===== src/rtl/alu_seq_responder.sv =====
// rtl/alu_seq_responder.sv - handshaked ALU with iterative shift-add multiply and restoring divide
// Single-cycle ops resolve at the accept edge; MUL/DIV take W further edges before HOLD.
module alu_seq_responder #(
  parameter int W = 4
) (
  input  logic           clk,
  input  logic           rst_n,
  input  logic           in_valid,
  output logic           in_ready,
  input  logic [W-1:0]   a,
  input  logic [W-1:0]   b,
  input  logic [3:0]     s,
  output logic           out_valid,
  input  logic           out_ready,
  output logic [W+1:0]   y,
  output logic [1:0]     flags
);

  localparam int YW = W + 2;
  localparam int CW = (W > 1) ? $clog2(W) : 1;
  localparam logic [CW-1:0] LAST = CW'(W - 1);
  localparam logic [3:0] OP_MUL = 4'd2;
  localparam logic [3:0] OP_DIV = 4'd3;

  typedef enum logic [1:0] {S_IDLE, S_MUL, S_DIV, S_HOLD} state_t;

  state_t            r_state;
  state_t            w_next;
  logic              r_out_valid;
  logic [YW-1:0]     r_y;
  logic [1:0]        r_flags;
  logic [CW-1:0]     r_cnt;
  logic [2*W-1:0]    r_mcand;
  logic [W-1:0]      r_mplier;
  logic [2*W-1:0]    r_prod;
  logic [W-1:0]      r_rem;
  logic [W-1:0]      r_quo;
  logic [W-1:0]      r_divisor;
  logic              r_dz;

  logic              w_accept;
  logic              w_last;
  logic [YW-1:0]     w_alu_y;
  logic [2*W-1:0]    w_prod_next;
  logic              w_sat;
  logic [W:0]        w_shift;
  logic              w_ge;
  logic [W-1:0]      w_sub;
  logic [W-1:0]      w_rem_next;
  logic [W-1:0]      w_quo_next;

  assign in_ready  = (r_state == S_IDLE) || ((r_state == S_HOLD) && out_ready);
  assign w_accept  = in_valid && in_ready;
  assign w_last    = (r_cnt == LAST);
  assign out_valid = r_out_valid;
  assign y         = r_y;
  assign flags     = r_flags;

  assign w_prod_next = r_prod + (r_mplier[0] ? r_mcand : '0);
  assign w_sat       = |w_prod_next[2*W-1:YW];

  // Restoring divide: the remainder always stays below the divisor, so W bits suffice.
  assign w_shift    = {r_rem, r_quo[W-1]};
  assign w_ge       = (w_shift >= {1'b0, r_divisor});
  assign w_sub      = w_shift[W-1:0] - r_divisor;
  assign w_rem_next = w_ge ? w_sub : w_shift[W-1:0];
  assign w_quo_next = {r_quo[W-2:0], w_ge};

  always_comb begin
    w_alu_y = '0;
    case (s)
      4'd0:    w_alu_y = {2'b00, a} + {2'b00, b};
      4'd1:    w_alu_y = {2'b00, a} - {2'b00, b};
      4'd4:    w_alu_y = {2'b00, a & b};
      4'd5:    w_alu_y = {2'b00, a | b};
      4'd6:    w_alu_y = {2'b00, a ^ b};
      4'd7:    w_alu_y = {2'b00, ~(a & b)};
      4'd8:    w_alu_y = {2'b00, ~(a | b)};
      4'd9:    w_alu_y = {2'b00, ~(a ^ b)};
      4'd10:   w_alu_y = {2'b00, ~a};
      4'd11:   w_alu_y = {1'b0, a, 1'b0};
      4'd12:   w_alu_y = {3'b000, a[W-1:1]};
      4'd13:   w_alu_y = {2'b00, a} + YW'(1);
      4'd14:   w_alu_y = {2'b00, a} - YW'(1);
      4'd15:   w_alu_y = {{(YW-2){1'b0}}, (a > b), (a == b)};
      default: w_alu_y = '0;
    endcase
  end

  always_ff @(posedge clk or negedge rst_n) begin
    if (!rst_n) r_state <= S_IDLE;
    else        r_state <= w_next;
  end

  always_comb begin
    w_next = r_state;
    if (w_accept) begin
      if (s == OP_MUL)      w_next = S_MUL;
      else if (s == OP_DIV) w_next = S_DIV;
      else                  w_next = S_HOLD;
    end else begin
      case (r_state)
        S_MUL, S_DIV: if (w_last) w_next = S_HOLD;
        S_HOLD:       if (out_ready) w_next = S_IDLE;
        default:      w_next = r_state;
      endcase
    end
  end

  always_ff @(posedge clk or negedge rst_n) begin
    if (!rst_n) begin
      r_out_valid <= 1'b0;
      r_y         <= '0;
      r_flags     <= 2'b00;
      r_cnt       <= '0;
      r_mcand     <= '0;
      r_mplier    <= '0;
      r_prod      <= '0;
      r_rem       <= '0;
      r_quo       <= '0;
      r_divisor   <= '0;
      r_dz        <= 1'b0;
    end else if (w_accept) begin
      r_cnt <= '0;
      if (s == OP_MUL) begin
        r_mcand     <= {{W{1'b0}}, a};
        r_mplier    <= b;
        r_prod      <= '0;
        r_out_valid <= 1'b0;
      end else if (s == OP_DIV) begin
        r_rem       <= '0;
        r_quo       <= a;
        r_divisor   <= b;
        r_dz        <= (b == '0);
        r_out_valid <= 1'b0;
      end else begin
        r_y         <= w_alu_y;
        r_flags     <= 2'b00;
        r_out_valid <= 1'b1;
      end
    end else if (r_state == S_MUL) begin
      r_prod   <= w_prod_next;
      r_mcand  <= r_mcand << 1;
      r_mplier <= r_mplier >> 1;
      r_cnt    <= w_last ? '0 : r_cnt + 1'b1;
      if (w_last) begin
        r_y         <= w_sat ? '1 : w_prod_next[YW-1:0];
        r_flags     <= w_sat ? 2'b10 : 2'b00;
        r_out_valid <= 1'b1;
      end
    end else if (r_state == S_DIV) begin
      r_rem <= w_rem_next;
      r_quo <= w_quo_next;
      r_cnt <= w_last ? '0 : r_cnt + 1'b1;
      if (w_last) begin
        r_y         <= r_dz ? '1 : {2'b00, w_quo_next};
        r_flags     <= r_dz ? 2'b01 : 2'b00;
        r_out_valid <= 1'b1;
      end
    end else if ((r_state == S_HOLD) && out_ready) begin
      r_out_valid <= 1'b0;
    end
  end

endmodule


===== config.mk =====
export PLATFORM = sky130hd
export DESIGN_NAME = alu_seq_responder
export DESIGN_NICKNAME = d
export VERILOG_FILES = /design/src/rtl/alu_seq_responder.sv
export SDC_FILE = /design/constraint.sdc
export NUM_CORES = 1
export LEC_CHECK = 0
export ABC_CLOCK_PERIOD_IN_PS = 6200
export CAP_MARGIN = 20
export CELL_PAD_IN_SITES_DETAIL_PLACEMENT = 1
export CELL_PAD_IN_SITES_GLOBAL_PLACEMENT = 1
export CORE_ASPECT_RATIO = 0.8
export CORE_MARGIN = 8
export CORE_UTILIZATION = 49
export CTS_CLUSTER_SIZE = 20
export DETAILED_ROUTE_END_ITERATION = 8
export PLACE_DENSITY = 0.95
export SETUP_SLACK_MARGIN = 0.05
export SYNTH_ARGS = -nofsm -noshare
export SYNTH_HDL_FRONTEND = slang
export SYNTH_SLANG_ARGS = --single-unit

===== constraint.sdc =====
create_clock -name clk -period 6.2 [get_ports clk]
set_input_delay 0.62 -clock clk [delete_from_list [all_inputs] [get_ports clk]]
set_output_delay 0.62 -clock clk [all_outputs]
set_load 0.1 [all_outputs]

==> metrics.yaml, run 1 <==
grt_pass1_wl_um: 19200
rr_startpoint: "r_state[1]$_DFFE_PN0P_"
cp-startpoint: "s[0]"
slew_headroom_pct: 31.3
power.leakage_nw: 1.78
cts_setup_buffers: 0
ys_seq_elements: 46
ctsHoldBuffers: 0
cts_sinks: 46
r2r_slack_ns: 2.85
wl_um: 11800
vias: 3478
clockBufferDepth: 2
cts.clk_slew.worst_paths_ns: 0.09
final_common_cell: "nand2_1"
grt_usage_pct: 23.0
power.density_mw_per_mm2: 441
die_w_um: 112
core_mm2: 0.00732
vias_per_cell: 6.32
rsz0062_at_grt: "false"
synth_top_cell_by_area: "dfrtp_1"
core.rowCount: 28
drv_slew: 0
tns_ns: 0
worstMarginPinSlew_ns: 1.03
hp-class: "input port to asynchronous set/reset pin"
crit_end: "y[4]$_DFFE_PN0P_"
final_cell_mix: "63 x nand2_1, 46 x dfrtp_1, 38 x o21ai_0"
drt_iter0_markers: 233
syn_area_per_cell_um2: 8.23
yosysSeqAreaShare_pct: 31.6
clock_skew_ns: 0.00715
wl_per_cell_um: 21.4
grt_max_degree: 47
reg2regPathDepth: 8
setup_violations: 0
num_antenna_cells: 0
rr_endpoint: "y[2]$_DFFE_PN0P_"
max-cap-violations: 0
hold_slack_ns: 0.127
first_pass_iters: 5
routabilityCongestion: 0.921
synth_edf_count: 0
finalHoldViolations: 0
ys_top_cells_by_area: "dfrtp_1 32%, ha_1 11%, nand2_1 6.5%"
dp_cells: 541
clkLatencyLatePin_ns: 0.31
max_freq_mhz: 271
cts.repair.resized: 0
netlist_area_mm2: 0.00365
stdcell_count: 550
cts_made_buffers: 5
synthArstFlopShare_pct: 100
area_growth_pct: 10.8
synth_top_area_share_pct: 31.6
grt_pass1_vias: 3658
dieArea_mm2: 0.0105
status: "finished, final reports clean"
drive_above_1_share_pct: 5.00
io_pins: 26
start_util_pct: 49.8
critical_path_class: "input port to flop"
fin_crit_ns: 3.69
grt_overflow: 0
worstPathArrival_ns: 3.85
worstPathRequired_ns: 6.37
htreeDepth: 2
path_max_fanout: 29
place_hpwl_um: 9040
drc_errors: 0
postSynthNetCount: 496
antenna_found_initial: 0
startpoint_type: "input port"
end_kind: "flop"
port_buffers: 25
setup_ws_ns: 2.51
post-place-ws_ns: 2.27
ys.flop_type: "dfrtp_1"
fp.dieH_um: 93.2
ys_types: 62
antenna_left: 0
ir_worst_vdd_mv: 0.350
utilization_pct: 55.2
fin_nets: 512
syn_inst: 443
fin_crit_sh_pct: 59.5
ys_warn_count: 0
cts_tree: "built"
cts_root_buf: "clkbuf_8"
state kept, by name, indices dropped and copies added (netlist names):
register   count
r_state        2
r_cnt          2
r_divisor      4
out_valid      1
r_mcand        8
r_prod         8
r_quo          4
y              6
r_mplier       4
r_rem          4
flags          2
r_dz           1
layer usage:
layer  wire length [um]  vias up  global-route usage [%]
met3                676       26                    3.41
met5                  0        -                       0
met4                268        0                    7.17
met2               5610      125                    38.7
li1                   -     1604                       -
met1               5220     1723                    30.1
cell families (layout without fill, tap and decap cells):
logic type | Yosys count | in the layout | share of synthesized area (%)
flops | 46 | 46 | 31.6
fa+ha+maj | 37 | 37 | 13.5
simple gates | 150 | 150 | 19.5
xor+xnor | 14 | 14 | 3.36
compound gates | 139 | 139 | 24.4
mux | 7 | 7 | 2.09
buf+inv | 50 | 67 | 5.66
how the worst min path moves through the flow:
stage	startpoint	endpoint	cells past startpoint	slack, ns
after floorplan	rst_n	flags[0]$_DFFE_PN0P_	0	0.32
after global placement	r_mplier[2]$_DFFE_PN0P_	r_mplier[2]$_DFFE_PN0P_	2	0.47
after global routing	rst_n	r_mcand[3]$_DFFE_PN0P_	1	0.13
after CTS	r_mplier[1]$_DFFE_PN0P_	r_mplier[1]$_DFFE_PN0P_	2	0.51
after detailed placement	r_mplier[1]$_DFFE_PN0P_	r_mplier[1]$_DFFE_PN0P_	2	0.49
final	rst_n	r_divisor[0]$_DFFE_PN0P_	1	0.13
stage by stage:
stage,area [um2],power [mW]
after floorplan,3650,1.27
after global placement,3930,1.51
after detailed placement,3930,1.58
after CTS,4020,1.78
after global routing,4040,1.90
final,4040,1.78
report_power, final:
part | leakage (nW) | switching [mW] | total, mW | internal (mW)
registers | 0.591 | 0.0962 | 0.513 | 0.417
clock network | 0.0441 | 0.112 | 0.191 | 0.0794
logic | 1.15 | 0.736 | 1.08 | 0.342
total | 1.78 | 0.944 | 1.78 | 0.838
final cells by class:
class	count	area, um2
clock buffer	5	68.8
clock inverter	3	21.3
fill	881	3280
sequential	46	1150
tap	90	113
timing repair buffer	28	280
multi-input combinational	347	2290
inverter	31	116
worst max-delay path, cell delays in order:
cell and delay (ns):
clkdlybuf4s50_1 1.15, nand4b_1 0.38, and2_1 0.32, fa_1 0.44, a21oi_1 0.15, nor2b_1 0.07, o21ai_0 0.19, a31oi_1 0.12
a2111oi_0 0.28, o21ai_0 0.12
Yosys cell counts (all sizes together) (3+ instances only):
cell type and number:
xor2 6, nor3 6, clkbuf 8, buf 11, ha 33, o211ai 4, o22ai 9, fa 4
and2 9, a211oi 7, nor2b 5, dfrtp 46, o31ai 4, a21oi 36, a31oi 5, o2bb2ai 3
nand4 3, xnor2 8, o21ai 39, a22o 4, nand3 5, inv 31, nand2 63, nor2 38
nand2b 5, nor3b 3, o221ai 3, mux2i 5, a21o 5
Power figures use the tool's default switching activity.
==> run 2, diff against run 1 <==
--- a/config.mk
+++ b/config.mk
@@ -5,16 +5,16 @@
 export SDC_FILE = /design/constraint.sdc
 export NUM_CORES = 1
 export LEC_CHECK = 0
-export ABC_CLOCK_PERIOD_IN_PS = 6200
+export ABC_CLOCK_PERIOD_IN_PS = 3200
 export CAP_MARGIN = 20
 export CELL_PAD_IN_SITES_DETAIL_PLACEMENT = 1
 export CELL_PAD_IN_SITES_GLOBAL_PLACEMENT = 1
 export CORE_ASPECT_RATIO = 0.8
 export CORE_MARGIN = 8
-export CORE_UTILIZATION = 49
+export CORE_UTILIZATION = 41
 export CTS_CLUSTER_SIZE = 20
 export DETAILED_ROUTE_END_ITERATION = 8
-export PLACE_DENSITY = 0.95
+export PLACE_DENSITY = 0.87
 export SETUP_SLACK_MARGIN = 0.05
 export SYNTH_ARGS = -nofsm -noshare
 export SYNTH_HDL_FRONTEND = slang
==> constraint.sdc (replaced) <==
create_clock -name clk -period 3.2 [get_ports clk]
set_input_delay 0.32 -clock clk [delete_from_list [all_inputs] [get_ports clk]]
set_output_delay 0.32 -clock clk [all_outputs]
set_load 0.1 [all_outputs]
==> run 2 against run 1 <==
Routed wire length fell by 0.99%; final cell count up 6.9%; register-to-register slack got worse by 2.5 ns; largest cell class unchanged.
==> metrics.yaml, run 2 (synthesis results as in run 1) <==
power.leakage_nw: 1.87
cp_cell_sequence: "and2_1 -> ha_1 -> inv_1 -> fa_1 -> nor2b_1 -> o221ai_1 -> a21oi_1 -> xor2_1 -> o21ai_1 -> o221ai_1"
cts_root_buf: "clkbuf_8"
rsz0062_at_grt: "false"
crit_buf_inv: 1
cts_setup_buffers: 0
critical_path_class: "flop to flop"
clock_skew_ns: 0.00709
grt_pass1_wl_um: 19000
grt_pass1_vias: 3762
combPwrFrac_pct: 59.5
port_buffers: 25
num_antenna_cells: 0
fin_nets: 528
cts_made_buffers: 5
setup_violations: 0
vias_per_cell: 5.98
cts.clk_slew.worst_paths_ns: 0.09
antenna_left: 0
area_growth_pct: 15.4
path_max_fanout: 9
worst_path_max_delay_cell: "dfrtp_1"
p_sw_share_pct: 51.1
seqPwrFrac_pct: 27.8
tns_ns: 0
clkPwrFrac_pct: 12.6
setup_ws_ns: 0.379
drc_errors: 0
worstPathArrival_ns: 2.97
critPathMostFrequentCell: "o221ai_1"
fin_crit_ns: 2.82
first_pass_iters: 4
switching_power_mw: 1.81
fin_crit_sh_pct: 88.2
max_stage_delay_ns: 0.51
routabilityCongestion: 0.905
power.density_mw_per_mm2: 842
htreeDepth: 2
wl_per_cell_um: 19.8
drt_iter0_markers: 185
wl_um: 11700
drive_above_1_share_pct: 7.98
start_util_pct: 42.6
grt_max_degree: 47
core.rowCount: 30
grt_usage_pct: 19.3
final_common_cell: "nand2_1"
slew_headroom_pct: 34.7
finalHoldViolations: 0
cts_sinks: 46
place_hpwl_um: 8920
ir_worst_vdd_mv: 0.754
antenna_found_initial: 0
status: "finished, final reports clean"
total_power_mw: 3.54
grt_overflow: 0
max-cap-violations: 0
clkLatencyLatePin_ns: 0.31
die_w_um: 121
vias: 3514
io_pins: 26
post-place-ws_ns: 0.287
worstMarginPinSlew_ns: 0.976
startpoint_type: "flop"
p_int_mw: 1.73
max_freq_mhz: 354
worstPathRequired_ns: 3.35
crit_family: "compound AO/OA/AOI/OAI gates"
clockBufferDepth: 2
drv_slew: 0
dieArea_mm2: 0.0122
fp.dieH_um: 100
end_kind: "flop"
final_cell_mix: "63 x nand2_1, 46 x dfrtp_1, 38 x o21ai_0"
core_mm2: 0.00856
hp-class: "input port to asynchronous set/reset pin"
cts_tree: "built"
## run 2: power groups by stage
stage / clock network (mW) / registers, mW / logic, mW
2_1_floorplan: 0 / 1.26 / 1.20
3_3_place_gp: 0 / 0.974 / 1.98
3_5_place_dp: 0 / 0.996 / 2.08
4_1_cts: 0.453 / 0.984 / 2.10
5_1_grt: 0.472 / 1.01 / 2.30
6_report: 0.448 / 0.987 / 2.11
## run 2: final timing paths
path	from	to	slack (ns)	cells past startpoint
worst max-delay path	r_mplier[0]$_DFFE_PN0P_	y[1]$_DFFE_PN0P_	0.38	10
max in group asynchronous	rst_n	r_dz$_DFFE_PN0P_	2.18	3
worst min-delay path	rst_n	r_prod[6]$_DFFE_PN0P_	0.49	2
min in group clk	r_mplier[1]$_DFFE_PN0P_	r_mplier[1]$_DFFE_PN0P_	0.50	2
worst min register to register	r_mplier[1]$_DFFE_PN0P_	r_mplier[1]$_DFFE_PN0P_	0.50	2
worst max register to register	r_mplier[0]$_DFFE_PN0P_	y[1]$_DFFE_PN0P_	0.38	10
## run 2: through the flow
stage | cell area, um2 | std cells | hold slack (ns) | util, %
3_3_place_gp | 4070 | 578 | 0.462 | 47.5
4_1_cts | 4180 | 586 | 0.236 | 48.8
3_5_place_dp | 4070 | 578 | 0.477 | 47.5
2_1_floorplan | 3650 | 443 | 0.0244 | -
6_report | 4210 | 588 | 0.495 | 49.2
5_1_grt | 4210 | 588 | 0.511 | 49.2
## run 2: timing repair
action                                 CTS  global route
hold buffers                             0             1
gates resized for setup                  0             0
endpoints found under the hold margin    0            18
## run 2: worst register-to-register path, delay by kind of cell (launching register included)
family / cells / cell delay [ns]
buf+inv: 1 / 0.06
compound gates: 4 / 1.06
fa+ha+maj: 2 / 0.57
simple gates: 2 / 0.35
xor+xnor: 1 / 0.11
flops: 1 / 0.51
## run 2: per-layer routing
layer	track usage, %	wire [um]	vias to the layer above
met2	31.3	5420	110
li1	-	-	1629
met4	8.14	328	0
met3	2.92	594	31
met5	0	0	-
met1	25.1	5310	1744
## run 2: layout make-up
cell class                 instances  area [um2]
sequential                        46        1150
timing repair buffer              44         400
clock buffer                       6        72.6
multi-input combinational        347        2290
clock inverter                     2        37.5
inverter                          31         116
tap                              112         140
fill                            1026        4350
==> run 3, diff against run 2 <==
--- a/config.mk
+++ b/config.mk
@@ -14,7 +14,7 @@
 export CORE_UTILIZATION = 41
 export CTS_CLUSTER_SIZE = 20
 export DETAILED_ROUTE_END_ITERATION = 8
-export PLACE_DENSITY = 0.87
+export PLACE_DENSITY_LB_ADDON = 0.1
 export SETUP_SLACK_MARGIN = 0.05
 export SYNTH_ARGS = -nofsm -noshare
 export SYNTH_HDL_FRONTEND = slang
==> run 3 against run 2 <==
Clock skew increased by 0.0080 ns; setup slack improved by 0.15 ns; clock power down 6.9%; global-route usage increased by 0.75 points; fmax up 5.6%.
==> metrics.yaml, run 3 (synthesis results as in run 1) <==
dp_cells: 578
antenna_left: 0
multiInputGateArea_mm2: 0.00229
worstPathRequired_ns: 3.38
fin_nets: 526
grt_pass1_wl_um: 19500
htreeDepth: 2
reg2regPathDepth: 10
clockBufferDepth: 2
finalHoldViolations: 0
drt_iter0_markers: 290
routabilityCongestion: 0.885
cts_root_buf: "clkbuf_8"
grt_max_degree: 38
end_kind: "flop"
max_freq_mhz: 374
critical_path_class: "flop to flop"
rr_endpoint: "y[4]$_DFFE_PN0P_"
worst_path_max_delay_cell: "dfrtp_1"
vias: 3407
worstPathArrival_ns: 2.85
status: "finished, final reports clean"
cts_sinks: 46
clock_skew_ns: 0.0151
hp-class: "input port to asynchronous set/reset pin"
wl_per_cell_um: 19.9
power.leakage_nw: 1.86
ir_worst_vdd_mv: 0.733
slew_headroom_pct: 34.8
cts_made_buffers: 5
place_hpwl_um: 8980
clkPwrFrac_pct: 11.9
cts.clk_slew.worst_paths_ns: 0.09
cts.repair.resized: 0
num_antenna_cells: 0
final_common_cell: "nand2_1"
setup_ws_ns: 0.529
tns_ns: 0
stdcell_count: 586
p_sw_share_pct: 51.3
core_mm2: 0.00856
ff_latch_area_mm2: 0.00115
combPwrFrac_pct: 60.2
fin_crit_sh_pct: 83.5
cts_tree: "built"
p_int_mw: 1.70
first_pass_iters: 5
vias_per_cell: 5.81
drv_slew: 0
grt_usage_pct: 20.1
ctsHoldBuffers: 0
area_growth_pct: 14.4
switching_power_mw: 1.79
nFillCells: 1062
max_stage_delay_ns: 0.53
r2r_slack_ns: 0.53
antenna_found_initial: 0
grt_pass1_vias: 3547
startpoint_type: "flop"
clkLatencyLatePin_ns: 0.32
max-cap-violations: 0
wl_um: 11700
fp.dieH_um: 100
cp_cell_sequence: "and2_1 -> ha_1 -> inv_1 -> fa_1 -> nor2b_1 -> o22ai_1 -> xor2_1 -> nor2_1 -> a2111oi_0 -> o21ai_0"
final_cell_mix: "63 x nand2_1, 46 x dfrtp_1, 38 x o21ai_0"
cts_setup_buffers: 0
post-place-ws_ns: 0.294
worstMarginPinSlew_ns: 0.975
core.rowCount: 30
drive_above_1_share_pct: 8.02
dieArea_mm2: 0.0122
fin_crit_ns: 2.67
setup_violations: 0
io_pins: 26
drc_errors: 0
rsz0062_at_grt: "false"
power.density_mw_per_mm2: 838
start_util_pct: 42.6
grt_overflow: 0
path_max_fanout: 9
die_w_um: 121
port_buffers: 25
rr_startpoint: "r_mplier[0]$_DFFE_PN0P_"
seqPwrFrac_pct: 27.9
[run 3: cell types whose count changed in the layout (fill, tap and decap cells not counted), sizes merged]
cell         change
bufinv           -1
clkbuf           +1
buf              -1
clkinv           +1
dlygate4sd3      -1
clkinvlp         -1
[run 3: final cells by class]
cell class	instances	share of cell area, %
Clock inverter	1	0.210
Tap cell	112	3.36
Sequential cell	46	27.6
Multi-Input combinational cell	347	54.9
Clock buffer	7	2.31
Timing Repair Buffer	42	8.88
Inverter	31	2.79
[run 3: worst max-delay path: cells and delay by family, from the launching register on]
| family | cells | cell delay (ns) |
|---|---|---|
| adders and majority gates | 2 | 0.59 |
| xor gates and xnor gates | 1 | 0.28 |
| AOI/OAI and AO/OA | 3 | 0.60 |
| DFF | 1 | 0.53 |
| buffers and inverters | 1 | 0.06 |
| and+or+nand+nor | 3 | 0.48 |
[run 3: metrics by stage]
stage          hold WS [ns]  total power, mW  util [%]  instance area (um2)
2_1_floorplan        0.0244             2.47         -                 3650
3_3_place_gp          0.468             3.00      47.5                 4070
3_5_place_dp          0.479             3.09      47.5                 4070
4_1_cts               0.144             3.52      48.8                 4170
5_1_grt               0.162             3.78      48.8                 4170
6_report             0.0985             3.50      48.8                 4170
[run 3: power by group through the flow]
stage | sequential [mW] | combinational [mW] | clock [mW]
5_1_grt | 1.00 | 2.33 | 0.449
2_1_floorplan | 1.26 | 1.20 | 0
3_5_place_dp | 0.986 | 2.10 | 0
3_3_place_gp | 0.978 | 2.03 | 0
6_report | 0.976 | 2.11 | 0.417
4_1_cts | 0.975 | 2.12 | 0.427
[run 3: metal layers]
metal | global-route usage [%] | share of wire (%) | vias up
met4 | 4.54 | 1.3 | 0
met3 | 3.42 | 4.5 | 15
met5 | 0 | 0 | -
met2 | 30.2 | 43 | 81
met1 | 29.1 | 51 | 1685
li1 | - | - | 1626
[run 3: how the worst max path moves through the flow]
stage,startpoint,end,depth (start not counted)
finish,r_mplier[0]$_DFFE_PN0P_,y[4]$_DFFE_PN0P_,10
global route,r_mplier[0]$_DFFE_PN0P_,y[4]$_DFFE_PN0P_,10
CTS,r_mplier[0]$_DFFE_PN0P_,y[4]$_DFFE_PN0P_,10
detailed placement,b[3],y[1]$_DFFE_PN0P_,9
global placement,b[3],y[1]$_DFFE_PN0P_,9
floorplan,r_state[0]$_DFFE_PN0P_,r_quo[0]$_DFFE_PN0P_,8
